==> config.mk <==
export PLATFORM = sky130hd
export DESIGN_NAME = regfile_sb
export DESIGN_NICKNAME = d
export VERILOG_FILES = /design/src/rtl/regfile_sb.sv
export SDC_FILE = /design/constraint.sdc
export NUM_CORES = 2
export LEC_CHECK = 0
export CAP_MARGIN = 20
export CELL_PAD_IN_SITES_DETAIL_PLACEMENT = 0
export CELL_PAD_IN_SITES_GLOBAL_PLACEMENT = 1
export CORE_ASPECT_RATIO = 1.4
export CORE_MARGIN = 8
export CORE_UTILIZATION = 48
export CTS_CLUSTER_SIZE = 40
export DETAILED_ROUTE_END_ITERATION = 8
export PLACE_DENSITY = 0.76
export SLEW_MARGIN = 20
export SYNTH_ARGS = -nofsm -noshare
export SYNTH_HDL_FRONTEND = slang
export SYNTH_SLANG_ARGS = --single-unit
==> constraint.sdc <==
create_clock -name clk -period 32.8 [get_ports clk]
set_clock_uncertainty 0.05 [all_clocks]
set_input_delay 4.92 -clock clk [delete_from_list [all_inputs] [get_ports clk]]
set_output_delay 4.92 -clock clk [all_outputs]
set_load 0.05 [all_outputs]
==> src/rtl/regfile_sb.sv <==
// regfile_sb: 2^AW x WIDTH register file with a per-register busy scoreboard.
// Two combinational read ports, one write port, one debug read port.
// Register 0 is hardwired to zero and can never be marked busy.
// Optional feature macro: REGFILE_SB_BYPASS_EN forwards same-cycle write data
// (and the write's busy release) onto rdata_a/rdata_b. dbg_data never bypasses.
module regfile_sb #(
    parameter int WIDTH = 32,
    parameter int AW    = 5
) (
    input  logic             clk,
    input  logic             rst,
    input  logic             CE,
    input  logic             we,
    input  logic [AW-1:0]    waddr,
    input  logic [WIDTH-1:0] wdata,
    input  logic [AW-1:0]    raddr_a,
    input  logic [AW-1:0]    raddr_b,
    output logic [WIDTH-1:0] rdata_a,
    output logic [WIDTH-1:0] rdata_b,
    output logic             busy_a,
    output logic             busy_b,
    input  logic             rsv,
    input  logic [AW-1:0]    rsv_addr,
    input  logic [AW-1:0]    dbg_addr,
    output logic [WIDTH-1:0] dbg_data
);

    localparam int DEPTH = 2 ** AW;

    logic [WIDTH-1:0] mem_r [DEPTH];
    logic [DEPTH-1:0] busy_r;

    logic             wr_ok_s;
    logic             rsv_ok_s;
    logic [WIDTH-1:0] stored_a_s;
    logic [WIDTH-1:0] stored_b_s;
    logic             sbusy_a_s;
    logic             sbusy_b_s;

    // Qualified write/reserve strobes: gated by CE and never targeting r0.
    always_comb begin
        wr_ok_s  = CE && we  && (waddr    != {AW{1'b0}});
        rsv_ok_s = CE && rsv && (rsv_addr != {AW{1'b0}});
    end

    // Data storage: cleared asynchronously, written on qualified write.
    always_ff @(posedge clk or posedge rst) begin
        if (rst) begin
            for (int i = 0; i < DEPTH; i++) begin
                mem_r[i] <= {WIDTH{1'b0}};
            end
        end else if (wr_ok_s) begin
            mem_r[waddr] <= wdata;
        end
    end

    // Scoreboard: writeback releases, reserve sets; reserve is applied last
    // so a same-address reserve (younger instruction) leaves the bit set.
    always_ff @(posedge clk or posedge rst) begin
        if (rst) begin
            busy_r <= {DEPTH{1'b0}};
        end else begin
            if (wr_ok_s) begin
                busy_r[waddr] <= 1'b0;
            end
            if (rsv_ok_s) begin
                busy_r[rsv_addr] <= 1'b1;
            end
        end
    end

    // Stored-state lookup for both read ports; r0 forced to zero / not busy.
    always_comb begin
        stored_a_s = {WIDTH{1'b0}};
        sbusy_a_s  = 1'b0;
        stored_b_s = {WIDTH{1'b0}};
        sbusy_b_s  = 1'b0;
        if (raddr_a != {AW{1'b0}}) begin
            stored_a_s = mem_r[raddr_a];
            sbusy_a_s  = busy_r[raddr_a];
        end else begin
            stored_a_s = {WIDTH{1'b0}};
            sbusy_a_s  = 1'b0;
        end
        if (raddr_b != {AW{1'b0}}) begin
            stored_b_s = mem_r[raddr_b];
            sbusy_b_s  = busy_r[raddr_b];
        end else begin
            stored_b_s = {WIDTH{1'b0}};
            sbusy_b_s  = 1'b0;
        end
    end

`ifdef REGFILE_SB_BYPASS_EN
    logic hit_a_s;
    logic hit_b_s;
    logic rsv_same_s;

    // Forwarding: a qualified write to the read address wins over storage;
    // busy follows the post-edge value (set only if reserved in the same cycle).
    always_comb begin
        hit_a_s    = wr_ok_s && (raddr_a == waddr);
        hit_b_s    = wr_ok_s && (raddr_b == waddr);
        rsv_same_s = rsv_ok_s && (rsv_addr == waddr);
        rdata_a    = hit_a_s ? wdata      : stored_a_s;
        busy_a     = hit_a_s ? rsv_same_s : sbusy_a_s;
        rdata_b    = hit_b_s ? wdata      : stored_b_s;
        busy_b     = hit_b_s ? rsv_same_s : sbusy_b_s;
    end
`else
    // Read ports driven purely from stored state.
    always_comb begin
        rdata_a = stored_a_s;
        busy_a  = sbusy_a_s;
        rdata_b = stored_b_s;
        busy_b  = sbusy_b_s;
    end
`endif

    // Debug port: stored state only, never forwarded.
    always_comb begin
        if (dbg_addr != {AW{1'b0}}) begin
            dbg_data = mem_r[dbg_addr];
        end else begin
            dbg_data = {WIDTH{1'b0}};
        end
    end

endmodule

==> results.cfg <==
[run_status]
run_status = complete, no violations

[final_layout]
design_area_um2 = 70800
area_delta_synth_final_pct = 10.2
mostFrequentLayoutCell = mux2_2
final_cells = 6119
nets = 4309
final_cell_mix = 1062 x mux2_2, 1056 x dfrtp_1, 674 x mux4_2
final_layout_size_suffix_gt1_share_pct = 48.6
fillers = 10900

[clock_tree]
numCtsBuffers = 108
hold_buffers = 0
root_buffer = clkbuf_16
post-cts-setup-buffers = 0
cts_buffer_depth = 3
postCtsResizedCells = 0
clk_latency_ps = 730
h-tree-depth = 3
clock_sink_count = 1056
cts.clk_slew.worst_paths_ps = 60
cts_tree = built

[routing]
vias = 44400
drcViolationCount = 0
first_pass_iters = 5
wirelength_um = 236000
first_iter_violations = 4987
final_antenna_net_count = 0
vias_per_cell = 7.26
wl_per_cell_um = 38.5

[global_route]
first_global_vias = 45600
grt_start_max_net_pins = 182
top_usage_layer = met2
use_met1_pct = 40.0
use_met3_pct = 7.76
use_met2_pct = 49.6
antenna_found_initial = 17
grt_use_total_pct = 31.7
grt_pass1_wl_um = 340000
overflow = 0

[timing]
max_freq_mhz = 63.7
setup_viol = 0
period_share_pct = 47.8
hold_ws_ps = 355
hold_viol = 0
tns_ps = 0
worst_slew_pin_slew_ps = 1260
maxSlewHeadroom_pct = 15.9
rsz0062_at_grt = false
finalMaxSlewViolations = 0
fin_crit_ps = 15690

[logic_synthesis]
async_flop_share_pct = 100
dominantRegCellSynth = dfrtp_1
synthTopCellsByArea = dfrtp_1 41%, mux4_2 24%, mux2_2 19%
synth_top_area_cell = dfrtp_1
syn_inst = 4398
ys_warn_count = 0
syn_area_um2 = 64300
ys_ff_latch = 1056
synth_top_area_share_pct = 41.1
synth_nets = 4460
seq_area_frac_synth_pct = 41.1
synth_edf_count = 0
avgSynthCellArea_um2 = 14.6
synth.distinct_cells = 48

[floorplan]
die_h_um = 449
io_pins = 160
initial_core_util_pct = 48.1
core-area_um2 = 133000
die_area_um2 = 146000
rows = 159
die_w_um = 325

[place]
portBuffers = 159
dp_hpwl_um = 135000
gp_congestion = 0.842
dpl-instance-area_um2 = 66900
place_inst = 5905

[setup_path]
cp_max_fo = 91
worst-setup-path-type = in -> out
ff2ff_setup_slack_ps = 31910
cp-end-kind = output pin
arrival_ps = 10720
critPathLaunchType = input pin
crit_required_ps = 27830

[pwr]
p_leak_nw = 30.5
fin_total_pwr_mw = 3.85
peakVddDrop_mv = 0.0467
powerDensity_nw_per_um2 = 54.4

[run]
drv_cap = 0

[hold_path]
hold_path.class = reg -> reg
## state kept, by name, indices dropped and copies added, names as in the netlist
name	cells
mem_r	1024
busy_r	32
## kinds of logic after synthesis
kind of cell	count (synthesis)	share of synthesized area [%]
AND/OR/NAND/NOR	293	2.45
flip-flops	1056	41.1
multiplexers	2054	47.5
buffers and inverters	544	3.91
AO/OA/AOI/OAI	451	5.04
## critical path, cell delays in order
cell,delay [ps]
buf_8,630
buf_4,770
buf_12,580
buf_4,910
mux4_2,360
mux2_2,150
o22ai_1,90
nor3_1,990
clkdlybuf4s50_1,990
## metrics by stage
step	utilization, %	worst slack (ps)
floorplan	-	13270
global placement	50.1	17120
detailed placement	50.1	17110
CTS	53.0	17110
global route	53.0	16850
finish	53.0	17110
## synthesized netlist by cell type (2+ instances only)
cell type,count
nand2b_1,6
buf_2,142
nor4_1,19
and4b_1,2
o22ai_1,101
mux2_2,1062
mux4_2,674
o221ai_1,26
buf_4,40
a22oi_1,89
a221oi_1,2
a22o_1,58
o32ai_1,14
a311oi_1,3
o21ai_0,21
a31oi_1,6
nor2_1,25
nor3_1,70
a2111oi_0,23
a32o_1,5
buf_1,60
and3_1,5
inv_1,13
dfrtp_1,1056
nand2_1,57
and2_1,21
nand3_1,14
or2_2,4
mux4_1,12
a211oi_1,49
a21oi_1,52
or3_1,3
o211ai_1,2
or3b_2,2
nor3b_1,7
clkbuf_1,270
nand3b_1,9
buf_6,17
mux2i_1,306
nor2b_1,43
## per-layer routing
| metal | vias up | part of all wire [%] |
|---|---|---|
| li1 | 17200 | - |
| met1 | 23900 | 36 |
| met2 | 2513 | 47 |
| met3 | 790 | 9.8 |
| met4 | 10 | 7.0 |
| met5 | - | 0.037 |
## layout make-up
| type | count | area [µm²] | area share [%] |
|---|---|---|---|
| sequential | 1056 | 26400 | 37.3 |
| multi-input combinational | 2798 | 35700 | 50.4 |
| tap | 1771 | 2220 | 3.13 |
| antenna | 10 | 25.0 | 0.0353 |
| clock buffer | 159 | 3240 | 4.58 |
| timing repair buffer | 269 | 2500 | 3.53 |
| inverter | 14 | 56.3 | 0.0795 |
| clock inverter | 42 | 642 | 0.907 |
## report_power, final
part / total [mW] / switching (mW) / internal [mW]
Combinational: 0.842 / 0.396 / 0.446
Clock: 1.36 / 0.559 / 0.802
Sequential: 1.65 / 0.173 / 1.47
Total: 3.85 / 1.13 / 2.72
## path summary, 6_finish.rpt
check	from	cells past startpoint	endpoint
worst max-delay path	raddr_b[1]	9	rdata_b[11]
worst min-delay path	busy_r[0]	0	busy_r[0]
worst max register to register	mem_r[609]	1	mem_r[609]
worst min register to register	busy_r[0]	0	busy_r[0]
max in group asynchronous	rst	5	mem_r[740]
min in group asynchronous	rst	2	mem_r[246]
Power figures use the tool's default switching activity.
